--- config.mk ---
export PLATFORM = sky130hd
export DESIGN_NAME = usbh_report_scheduler
export DESIGN_NICKNAME = d
export VERILOG_FILES = /design/src/rtl/usbh_report_scheduler.sv
export SDC_FILE = /design/constraint.sdc
export NUM_CORES = 1
export LEC_CHECK = 0
export CAP_MARGIN = 30
export CELL_PAD_IN_SITES_DETAIL_PLACEMENT = 0
export CELL_PAD_IN_SITES_GLOBAL_PLACEMENT = 2
export CORE_AREA = 2 2 216 176
export DETAILED_ROUTE_END_ITERATION = 8
export DIE_AREA = 0 0 218 178
export GPL_ROUTABILITY_DRIVEN = 1
export GPL_TIMING_DRIVEN = 1
export PLACE_DENSITY = 0.81
export SLEW_MARGIN = 0
export SYNTH_ARGS = -nofsm -noshare
export SYNTH_HDL_FRONTEND = slang
export SYNTH_SLANG_ARGS = --single-unit
--- constraint.sdc ---
create_clock -name i_clk -period 14.2 [get_ports i_clk]
set_clock_uncertainty 0.05 [all_clocks]
set_input_delay 2.13 -clock i_clk [delete_from_list [all_inputs] [get_ports i_clk]]
set_output_delay 2.13 -clock i_clk [all_outputs]
set_load 0.005 [all_outputs]
--- src/rtl/usbh_report_scheduler.sv ---
// usbh_report_scheduler
// Shares one HID report decoder between two USB host ports. The latest
// report from each port is held in a slot and re-presented to the decoder
// round-robin, so decoder-side autofire phases keep advancing even when a
// port sends no new reports. The decoder's 8-bit button word is captured
// into a per-player register; a port that stays silent for c_timeout_ms is
// declared disconnected and its buttons are cleared.
//
// Ports:
//   i_clk, i_rst              clock (USB core / decoder clock), async active-high reset
//   i_report0/_valid          HID report and one-cycle strobe from port 0
//   i_report1/_valid          HID report and one-cycle strobe from port 1
//   o_dec_report/_valid       report and strobe driven to the decoder
//   i_dec_btn                 decoder button output
//   o_btn0, o_btn1            per-player NES buttons
//   o_btn_strobe[N]           one-cycle pulse whenever o_btnN is written
//   o_connected[N]            port N is live
module usbh_report_scheduler #(
  parameter int c_clk_hz     = 6000000,
  parameter int c_timeout_ms = 100
) (
  input  logic        i_clk,
  input  logic        i_rst,
  input  logic [63:0] i_report0,
  input  logic        i_report0_valid,
  input  logic [63:0] i_report1,
  input  logic        i_report1_valid,
  output logic [63:0] o_dec_report,
  output logic        o_dec_report_valid,
  input  logic [7:0]  i_dec_btn,
  output logic [7:0]  o_btn0,
  output logic [7:0]  o_btn1,
  output logic [1:0]  o_btn_strobe,
  output logic [1:0]  o_connected
);

  localparam int c_term  = c_clk_hz / 1000 * c_timeout_ms;
  localparam int c_cnt_w = $clog2(c_term + 1);
  localparam logic [c_cnt_w-1:0] c_term_v = c_cnt_w'(c_term);

  typedef enum logic [2:0] {IDLE, SETUP, FIRE, WAIT, CAPTURE} state_t;

  state_t             state_q, state_d;
  logic [63:0]        rpt_in [2];
  logic [1:0]         rpt_vld;
  logic [63:0]        slot_q [2];
  logic [63:0]        slot_d [2];
  logic [c_cnt_w-1:0] cnt_q [2];
  logic [c_cnt_w-1:0] cnt_d [2];
  logic [7:0]         btn_q [2];
  logic [7:0]         btn_d [2];
  logic [1:0]         live_q, live_d, tmo;
  logic [1:0]         strobe_q, strobe_d;
  logic               ptr_q, ptr_d;
  logic               sel_q, sel_d, sel_pick;
  logic               abort_q, abort_d;
  logic               cap_accept;
  logic [63:0]        dec_report_q, dec_report_d;

  assign rpt_in[0] = i_report0;
  assign rpt_in[1] = i_report1;
  assign rpt_vld   = {i_report1_valid, i_report0_valid};

  genvar gi;
  generate
    for (gi = 0; gi < 2; gi++) begin : g_port
      // A report arriving on the terminal cycle keeps the port alive.
      assign tmo[gi]    = live_q[gi] && (cnt_q[gi] == c_term_v) && !rpt_vld[gi];
      assign live_d[gi] = rpt_vld[gi] || (live_q[gi] && !tmo[gi]);
      assign slot_d[gi] = rpt_vld[gi] ? rpt_in[gi] : slot_q[gi];
      assign cnt_d[gi]  = (rpt_vld[gi] || tmo[gi]) ? '0 :
                          (live_q[gi] ? cnt_q[gi] + 1'b1 : cnt_q[gi]);
      // A capture for a port that times out in the same cycle is already
      // excluded from cap_accept, so the clear always wins.
      assign strobe_d[gi] = tmo[gi] || (cap_accept && (sel_q == 1'(gi)));
      assign btn_d[gi]    = tmo[gi] ? '0 :
                            ((cap_accept && (sel_q == 1'(gi))) ? i_dec_btn : btn_q[gi]);
    end
  endgenerate

  // Prefer the port the pointer names; fall back to the other one.
  assign sel_pick = live_q[ptr_q] ? ptr_q : ~ptr_q;

  always_comb begin
    state_d      = state_q;
    ptr_d        = ptr_q;
    sel_d        = sel_q;
    abort_d      = abort_q;
    dec_report_d = dec_report_q;
    cap_accept   = 1'b0;
    case (state_q)
      IDLE: begin
        // Looking at live_d lets the first service start the cycle the
        // slot becomes live.
        if (live_d != 2'b00) state_d = SETUP;
      end
      SETUP: begin
        sel_d        = sel_pick;
        dec_report_d = slot_q[sel_pick];
        abort_d      = tmo[sel_pick];
        state_d      = FIRE;
      end
      FIRE: begin
        abort_d = abort_q || tmo[sel_q];
        state_d = WAIT;
      end
      WAIT: begin
        abort_d = abort_q || tmo[sel_q];
        state_d = CAPTURE;
      end
      CAPTURE: begin
        // Any timeout of the selected port during the service voids it.
        cap_accept = !abort_q && !tmo[sel_q];
        ptr_d      = ~sel_q;
        state_d    = (live_d != 2'b00) ? SETUP : IDLE;
      end
      default: state_d = IDLE;
    endcase
  end

  always_ff @(posedge i_clk or posedge i_rst) begin
    if (i_rst) begin
      state_q      <= IDLE;
      ptr_q        <= 1'b0;
      sel_q        <= 1'b0;
      abort_q      <= 1'b0;
      live_q       <= '0;
      strobe_q     <= '0;
      dec_report_q <= '0;
      for (int i = 0; i < 2; i++) begin
        slot_q[i] <= '0;
        cnt_q[i]  <= '0;
        btn_q[i]  <= '0;
      end
    end else begin
      state_q      <= state_d;
      ptr_q        <= ptr_d;
      sel_q        <= sel_d;
      abort_q      <= abort_d;
      live_q       <= live_d;
      strobe_q     <= strobe_d;
      dec_report_q <= dec_report_d;
      for (int i = 0; i < 2; i++) begin
        slot_q[i] <= slot_d[i];
        cnt_q[i]  <= cnt_d[i];
        btn_q[i]  <= btn_d[i];
      end
    end
  end

  assign o_dec_report       = dec_report_q;
  assign o_dec_report_valid = (state_q == FIRE);
  assign o_btn0             = btn_q[0];
  assign o_btn1             = btn_q[1];
  assign o_btn_strobe       = strobe_q;
  assign o_connected        = live_q;

endmodule

==> reports/summary.txt, run 1 <==
Setup crit start kind - flip-flop
first-pass GRT wire length - 42800 µm
gr ovfl total - 0
Fin. Hold Viols - 0
max_slew headroom - 40.1%
Post-synth EDFFs - 0
Avg Inst Size Synth - 12.4 µm²
drt pass-1 iters - 4
final core occ - 40.1%
max-cap viol count - 0
Slew @ Worst Pin - 0.896 ns
H-Tree Depth - 1
worst-case clock buffer depth - 3
area leader, netlist - dfrtp_1
library cells used by synthesis - 48
clk root buf - clkbuf_16
RSZ-0062 raised after global routing - no
DR vias - 7395
die height - 178 µm
Crit. End Element - primary output
Post-Place Cells - 1547
vias in the first global route - 7479
Seq. cell area - 6460 µm²
Setup CP Type - reg2out
highest-count cells in the layout ignoring fill and taps - dfrtp_1 (258), clkdlybuf4s50_1 (222), mux2_2 (128)
FMAX - 240 MHz
drt first-iter violations - 437
Final Total Pwr - 2.54 mW
Top Ports - 225
flop and latch count out of synthesis - 258
maximum vdd drop - 0.0877 mV
final hold slack - 0.454 ns
WL final - 26900 µm
row count - 63
setup bufs post-CTS - 0
Async SR Flop Fraction - 100%
Total GRT Usage - 13.9%
static leakage - 6.09 nW
Synthesized Nets - 1019
crit share post-route - 29.3%
power density of the placed cells - 173 nW/µm²
Initial Util - 29.7%
final RePlAce weighted congestion - 0.746
worst min-delay path class - reg2reg
Synth warnings - 0
Post-DRT Antenna Nets - 0
die area - 38800 µm²
status - finished clean
layout cells sized above 1 - 18.0%
Core Footprint - 36600 µm²
hold buffer count at CTS - 0
Multi-input gate area - 4180 µm²
post-DR wirelength/cell - 16.8 µm
post-CTS sizing - 0
Layout Area Growth over Synthesis - 34.9%
Post-Layout Cell Count - 1601
Sink Count - 258
Via density - 4.62
Fin Setup TNS - 0 ns
worst endpoint required time - 12.02 ns
layout filler cell count - 3535
Post-Syn Instances - 875
fin nets - 1234
Synth Flop Type - dfrtp_1
TritonCTS Buffers - 28
largest net degree at the start of global routing - 96
# port buffers - 224
Final Max Tran Viols - 0
TritonCTS clock tree - yes
DRC Markers - 0
Mapped Area - 10900 µm²
top post-synthesis cells by area - dfrtp_1 (59%), mux2_2 (13%), mux2i_1 (7.5%), nor2_1 (4.0%), a21oi_1 (3.9%)
post-detail-place hpwl - 17900 µm
most common cell after layout, fill and taps aside - dfrtp_1
register area share after synthesis - 59.4%
Final Setup Violations - 0
Worst EP arrival - 1.98 ns
top-area cell type share of the netlist area - 59.4%
die width - 218 µm
initial antenna violation count - 3
crit-path max FO - 10
clk_lat worst skew - 0.56 ns
min Tclk post-route - 4.16 ns
Clock transition at path regs - 0.06 ns
[layer usage]
metal	track usage, %	vias to the layer above	share of wire (%)
met1	18.7	3620	45
met2	21.9	189	46
met3	4.40	43	7.3
met4	3.51	2	2.3
li1	-	3541	-
met5	0	-	0.026
[report_power, final]
part | switching [mW] | leakage [nW] | internal [mW]
logic | 0.335 | 2.52 | 0.413
clock network | 0.301 | 0.495 | 0.489
registers | 0.104 | 3.07 | 0.900
[layout make-up]
| class | count | area share, % |
|---|---|---|
| Sequential cell | 258 | 44.0 |
| Multi-Input combinational cell | 557 | 28.5 |
| Timing Repair Buffer | 235 | 16.1 |
| Clock buffer | 40 | 5.56 |
| Tap cell | 487 | 4.15 |
| Clock inverter | 11 | 1.32 |
| Inverter | 10 | 0.307 |
| Antenna cell | 3 | 0.0512 |
[sequential cells by signal (all words and copies together) (netlist names)]
name and cells:
o_connected 2, o_btn1 8, state_q 3, abort_q 1
o_btn_strobe 2, ptr_q 1, o_btn0 8, cnt_q 40
sel_q 1, slot_q 128, o_dec_report 64
[Yosys cell counts (2+ instances only)]
library cell,n
dfrtp_1,258
nor3b_1,6
mux2i_1,81
o31ai_1,9
or4b_2,2
nor4_1,2
nor2b_1,2
nor2_1,115
nand2b_1,3
o21ai_0,7
o41ai_1,2
and4_1,5
xnor2_1,10
clkbuf_1,31
ha_1,4
buf_2,8
nor4b_1,2
inv_1,10
a21oi_1,84
nand2_1,15
and3_1,2
mux2_2,128
nand3b_1,2
xor2_1,11
nand4_1,13
o211ai_1,2
or4_1,8
nand3_1,11
o21bai_1,3
or2_2,2
nor3_1,5
or3_1,7
buf_1,8
nor4bb_1,3
[critical path, cell delays in order (launching register included)]
cell             delay, ns
dfrtp_1               0.49
nor3b_1               0.30
clkdlybuf4s50_1       0.65
[cell families after synthesis]
logic type	share of synthesized area (%)
AO/OA/AOI/OAI	5.73
XOR/XNOR	1.69
adder cells (fa/ha/maj)	0.460
buffers and inverters	2.36
flip-flops	59.4
multiplexers	20.7
AND/OR/NAND/NOR	9.66
[stage by stage]
step                      cell area [µm²]  setup slack, ns
after detailed placement            13600             9.39
after floorplan                     10900             4.92
after CTS                           14700             9.98
final                               14700            10.04
after global routing                14700             9.76
after global placement              13600             8.74
[path summary, 6_finish.rpt]
| check | endpoint | depth (start not counted) | from | slack, ns |
|---|---|---|---|---|
| hold / removal | slot_q[13] | 1 | slot_q[13] | 0.45 |
| setup / recovery | o_dec_report_valid | 2 | state_q[1] | 10.04 |
| min in group asynchronous | slot_q[91] | 2 | i_rst | 2.06 |
| hold reg to reg | slot_q[13] | 1 | slot_q[13] | 0.45 |
| setup reg to reg | o_dec_report[58] | 5 | o_connected[0] | 11.10 |
| max in group asynchronous | cnt_q[4] | 6 | i_rst | 10.09 |
Power figures use the tool's default switching activity.
==> run 2, diff against run 1 <==
--- a/config.mk
+++ b/config.mk
@@ -13,7 +13,7 @@
 export DIE_AREA = 0 0 218 178
 export GPL_ROUTABILITY_DRIVEN = 1
 export GPL_TIMING_DRIVEN = 1
-export PLACE_DENSITY = 0.81
+export PLACE_DENSITY = 0.84
 export SLEW_MARGIN = 0
 export SYNTH_ARGS = -nofsm -noshare
 export SYNTH_HDL_FRONTEND = slang
==> constraint.sdc (replaced) <==
create_clock -name i_clk -period 3.7 [get_ports i_clk]
set_clock_uncertainty 0.05 [all_clocks]
set_input_delay 0.555 -clock i_clk [delete_from_list [all_inputs] [get_ports i_clk]]
set_output_delay 0.555 -clock i_clk [all_outputs]
set_load 0.005 [all_outputs]
==> reports/summary.txt, run 2 (synthesized netlist as in run 1, its figures left out) <==
first-pass GRT wire length - 42000 µm (-1.9%)
vias in the first global route - 7525 (+0.62%)
TritonCTS clock tree - yes
min Tclk post-route - 2.57 ns
P_sw - 2.81 mW (+280%)
crit share post-route - 69.4%
largest net degree at the start of global routing - 132 (+38%)
row count - 63 (unchanged)
CP bufs+invs - 1 (unchanged)
max_slew headroom - 40.6% (+0.48 points)
fin nets - 1239 (+0.41%)
Layout Area Growth over Synthesis - 35.0% (about the same)
Reg power frac - 39.6% (about the same)
setup slack after layout - 1.13 ns (-8.91 ns)
Via density - 4.61 (-0.14%)
Worst EP arrival - 1.96 ns (-0.02 ns)
Seq. cell area - 6460 µm² (unchanged)
status - finished clean
initial antenna violation count - 2 (-1)
RSZ-0062 raised after global routing - no
worst min-delay path class - in2reg
Setup crit start kind - flip-flop
Final Total Pwr - 9.66 mW (+280%)
Fin Setup TNS - 0 ns (unchanged)
H-Tree Depth - 1 (unchanged)
CP max stage delay - 0.63 ns (-0.02 ns)
highest-count cells in the layout ignoring fill and taps - dfrtp_1 (258), clkdlybuf4s50_1 (222), mux2_2 (128)
worst-path cell chain - nor3b_1 -> clkdlybuf4s50_1
die height - 178 µm (unchanged)
Total GRT Usage - 13.6% (-0.39 points)
FMAX - 390 MHz
sw frac - 29.1% (-0.040 points)
max-cap viol count - 0 (unchanged)
Crit. End Element - primary output
Slowest-stage cell, CP - clkdlybuf4s50_1
setup bufs post-CTS - 0 (unchanged)
hold buffer count at CTS - 0 (unchanged)
post-detail-place hpwl - 17500 µm (-2.2%)
DRC Markers - 0 (unchanged)
die area - 38800 µm² (unchanged)
Slew @ Worst Pin - 0.889 ns (-0.00686 ns)
maximum vdd drop - 0.541 mV (+520%)
logic gate share of total power - 30.4% (+1.0 points)
Multi-input gate area - 4170 µm² (about the same)
Post-DRT Antenna Nets - 0 (unchanged)
Setup CP Type - reg2out
clk root buf - clkbuf_16
TritonCTS Buffers - 28 (unchanged)
Core Footprint - 36600 µm² (unchanged)
most common cell after layout, fill and taps aside - dfrtp_1
die width - 218 µm (unchanged)
power density of the placed cells - 658 nW/µm² (+280%)
final RePlAce weighted congestion - 0.732 (-1.9%)
CP top delay family - buffers and inverters
Most flops, register - slot_q
Placed Instance Area - 13700 µm² (+0.57%)
clk_lat worst skew - 0.54 ns (-0.02 ns)
Fin. Hold Viols - 0 (unchanged)
post-placement setup slack - 1.29 ns (-8.10 ns)
Top Ports - 225 (unchanged)
post-CTS sizing - 0 (unchanged)
DR vias - 7380 (-0.20%)
post-route cell area - 14700 µm² (about the same)
crit-path max FO - 10 (unchanged)
layout filler cell count - 3518 (-0.48%)
drt pass-1 iters - 6 (+2)
Int Pwr - 6.85 mW (+280%)
drt first-iter violations - 377 (-14%)
Initial Util - 29.7% (unchanged)
worst-case clock buffer depth - 3 (unchanged)
layout cells sized above 1 - 18.0% (-0.032 points)
max FFs per register - 128 (unchanged)
Final Setup Violations - 0 (unchanged)
Final Max Tran Viols - 0 (unchanged)
Sink Count - 258 (unchanged)
# port buffers - 224 (unchanged)
worst endpoint required time - 3.09 ns (-8.93 ns)
Clock Power Share - 29.9% (-1.2 points)
ANT cells - 0 (-3)
Clock transition at path regs - 0.06 ns (about the same)
WL final - 26500 µm (-1.7%)
gr ovfl total - 0 (unchanged)
static leakage - 6.09 nW (about the same)
post-DR wirelength/cell - 16.5 µm (-1.7%)
[run 2: cell types whose count changed in the layout (fill, tap and decap cells not counted), sizes merged]
cell	before	now
clkbuf	40	42
inv	10	9
buf	13	18
bufinv	5	3
clkinvlp	1	2
clkinv	5	2
diode	3	0
[run 2: final timing paths]
check,end,startpoint,slack (ns),cells after the start
max,o_dec_report_valid,state_q[1],1.13,2
min,o_connected[0],i_report0_valid,0.41,3
max reg2reg,cnt_q[31],cnt_q[20],1.23,7
min reg2reg,slot_q[116],slot_q[116],0.45,1
max in group asynchronous,o_btn0[4],i_rst,2.35,3
min in group asynchronous,o_dec_report[9],i_rst,0.43,2
[run 2: metrics by stage]
step,cells,hold WS (ns),util (%)
after detailed placement,1552,0.446,37.5
after CTS,1600,0.384,40.1
after global routing,1600,0.430,40.1
final,1600,0.413,40.1
after global placement,1552,0.440,37.5
after floorplan,875,0.430,-
[run 2: worst reg2reg max path, stage by stage, from the launching register on]
cell	delay [ns]
dfrtp_1	0.45
inv_1	0.11
ha_1	0.14
nor4bb_1	0.26
nand4_1	0.21
o21bai_1	0.75
buf_4	0.32
a21oi_1	0.06
[run 2: power groups by stage]
stage          clock network (mW)  logic [mW]  registers [mW]
5_1_grt                      3.11        3.25            3.91
3_3_place_gp                    0        2.97            3.87
6_report                     2.89        2.94            3.83
3_5_place_dp                    0        3.00            3.87
2_1_floorplan                   0        1.48            3.83
4_1_cts                      2.99        3.02            3.83
[run 2: routing by layer]
metal	part of all wire, %	GRT usage (%)	up-vias
met5	0.049	0	-
met4	1.7	2.98	2
met3	8.0	5.10	32
met2	45	20.3	170
met1	46	18.6	3636
li1	-	-	3540
[run 2: area by class of cell]
| class | instances | share of cell area [%] |
|---|---|---|
| flip-flops and latches | 258 | 44.0 |
| multi-input cells | 557 | 28.4 |
| clock buffers | 42 | 5.75 |
| well taps | 487 | 4.15 |
| clock inverters | 6 | 0.733 |
| repair buffers | 240 | 16.7 |
| inverters | 10 | 0.281 |
==> run 3, diff against run 2 <==
==> constraint.sdc (replaced) <==
create_clock -name i_clk -period 2.06 [get_ports i_clk]
set_clock_uncertainty 0.05 [all_clocks]
set_input_delay 0.309 -clock i_clk [delete_from_list [all_inputs] [get_ports i_clk]]
set_output_delay 0.309 -clock i_clk [all_outputs]
set_load 0.005 [all_outputs]
==> reports/summary.txt, run 3 (synthesized netlist as in run 1, its figures left out) <==
DR vias - 7486 (+1.4%)
row count - 63 (unchanged)
Worst EP arrival - 1.60 ns (-0.36 ns)
Initial Util - 29.7% (unchanged)
DRC Markers - 0 (unchanged)
worst endpoint required time - 1.70 ns (-1.39 ns)
maximum vdd drop - 0.580 mV (+7.1%)
crit-path max FO - 7 (-3)
post-route cell area - 14900 µm² (+1.7%)
Int Pwr - 12.2 mW (+77%)
Post-DRT Antenna Nets - 0 (unchanged)
P_sw - 5.12 mW (+82%)
Clock transition at path regs - 0.06 ns (about the same)
static leakage - 6.22 nW (+2.2%)
ANT cells - 0 (unchanged)
status - finished clean
layout filler cell count - 3505 (-0.37%)
Core Footprint - 36600 µm² (unchanged)
largest net degree at the start of global routing - 48 (-64%)
gr ovfl total - 0 (unchanged)
drt pass-1 iters - 4 (-2)
TritonCTS clock tree - yes
sw frac - 29.6% (+0.57 points)
post-detail-place hpwl - 18600 µm (+5.9%)
Slowest-stage cell, CP - clkdlybuf4s50_1
final RePlAce weighted congestion - 0.752 (+2.8%)
Setup crit start kind - flip-flop
Final Max Tran Viols - 0 (unchanged)
Most flops, register - slot_q
Slew @ Worst Pin - 0.446 ns (-0.443 ns)
Placed Instance Area - 14000 µm² (+2.3%)
final hold slack - 0.0547 ns (-0.358 ns)
Fin. Hold Viols - 0 (unchanged)
final core occ - 40.8% (+0.70 points)
Setup CP Type - reg2out
setup slack after layout - 0.102 ns (-1.03 ns)
Via density - 4.61 (-0.12%)
die height - 178 µm (unchanged)
WL final - 27000 µm (+2.0%)
Reg power frac - 39.7% (about the same)
CP max stage delay - 0.59 ns (-0.04 ns)
min Tclk post-route - 1.96 ns
most common cell after layout, fill and taps aside - dfrtp_1
Final Total Pwr - 17.3 mW (+79%)
worst-path cell chain - clkdlybuf4s50_1
logic gate share of total power - 32.1% (+1.7 points)
Total GRT Usage - 13.9% (+0.38 points)
max FFs per register - 128 (unchanged)
die width - 218 µm (unchanged)
setup bufs post-CTS - 0 (unchanged)
FMAX - 511 MHz
die area - 38800 µm² (unchanged)
worst min-delay path class - in2async
RSZ-0062 raised after global routing - no
Clock Power Share - 28.2% (-1.7 points)
Top Ports - 225 (unchanged)
drt first-iter violations - 333 (-12%)
clk root buf - clkbuf_16
# port buffers - 224 (unchanged)
worst-case clock buffer depth - 3 (unchanged)
post-DR wirelength/cell - 16.6 µm (+0.45%)
CP top delay family - buffers and inverters
post-placement setup slack - 0.157 ns (-1.13 ns)
power density of the placed cells - 1160 nW/µm² (+76%)
H-Tree Depth - 1 (unchanged)
CP bufs+invs - 1 (unchanged)
fin nets - 1262 (+1.9%)
first-pass GRT wire length - 43200 µm (+2.8%)
Sink Count - 258 (unchanged)
TritonCTS Buffers - 28 (unchanged)
Layout Area Growth over Synthesis - 37.4%
max-cap viol count - 0 (unchanged)
initial antenna violation count - 2 (unchanged)
clk_lat worst skew - 0.55 ns (about the same)
layout cells sized above 1 - 19.7% (+1.7 points)
Final Setup Violations - 0 (unchanged)
Crit. End Element - primary output
highest-count cells in the layout ignoring fill and taps - dfrtp_1 (258), clkdlybuf4s50_1 (221), mux2_2 (128)
vias in the first global route - 7773 (+3.3%)
hold buffer count at CTS - 0 (unchanged)
max_slew headroom - 70.3% (+30 points)
crit share post-route - 95.0%
-- run 3: cell types whose count changed in the layout (fill, tap and decap cells not counted), moves of 2 or more --
cell       before  now
buf_4          11   23
buf_12          7   18
clkbuf_1        6    9
bufinv_16       3    1
clkinv_2        2    4
-- run 3: path summary, 6_finish.rpt --
| kind | startpoint | end | slack [ns] | cells after the start |
|---|---|---|---|---|
| worst min-delay path | i_rst | slot_q[60] | 0.05 | 2 |
| worst max register to register | cnt_q[20] | cnt_q[38] | 0.17 | 5 |
| worst min register to register | slot_q[29] | slot_q[29] | 0.45 | 1 |
| min in group i_clk | i_report1_valid | cnt_q[1] | 0.17 | 3 |
| worst max-delay path | o_connected[1] | o_connected[1] | 0.10 | 1 |
| max in group asynchronous | i_rst | o_dec_report[25] | 1.16 | 4 |
-- run 3: layer usage --
metal	GRT usage, %	vias up	share of wire, %
met2	21.3	169	44
met3	5.08	49	8.0
met4	4.22	2	3.1
met1	18.4	3685	45
li1	-	3581	-
met5	0	-	0.041
-- run 3: power groups by stage --
stage | Combinational (mW) | Sequential [mW] | Clock, mW
floorplan | 2.66 | 6.89 | 0
global placement | 5.59 | 6.92 | 0
detailed placement | 5.65 | 6.95 | 0
CTS | 5.66 | 6.88 | 5.06
global route | 6.13 | 7.01 | 5.25
finish | 5.54 | 6.86 | 4.87
-- run 3: area by class of cell --
class / count / area (µm²) / area share (%)
timing repair buffer: 263 / 2760 / 18.4
tap: 487 / 609 / 4.08
clock buffer: 43 / 817 / 5.47
sequential: 258 / 6460 / 43.2
multi-input combinational: 557 / 4180 / 28.0
clock inverter: 7 / 73.8 / 0.494
inverter: 10 / 41.3 / 0.276
-- run 3: repair_timing --
item	4_1_cts	5_1_grt
pin swaps	0	0
resized for setup	2	2
endpoints found under the setup margin	1	2
-- run 3: metrics by stage --
stage / cells / TNS [ns]
2_1_floorplan: 875 / -438.24
3_3_place_gp: 1575 / 0
3_5_place_dp: 1575 / 0
4_1_cts: 1625 / 0
5_1_grt: 1625 / 0
6_report: 1625 / 0
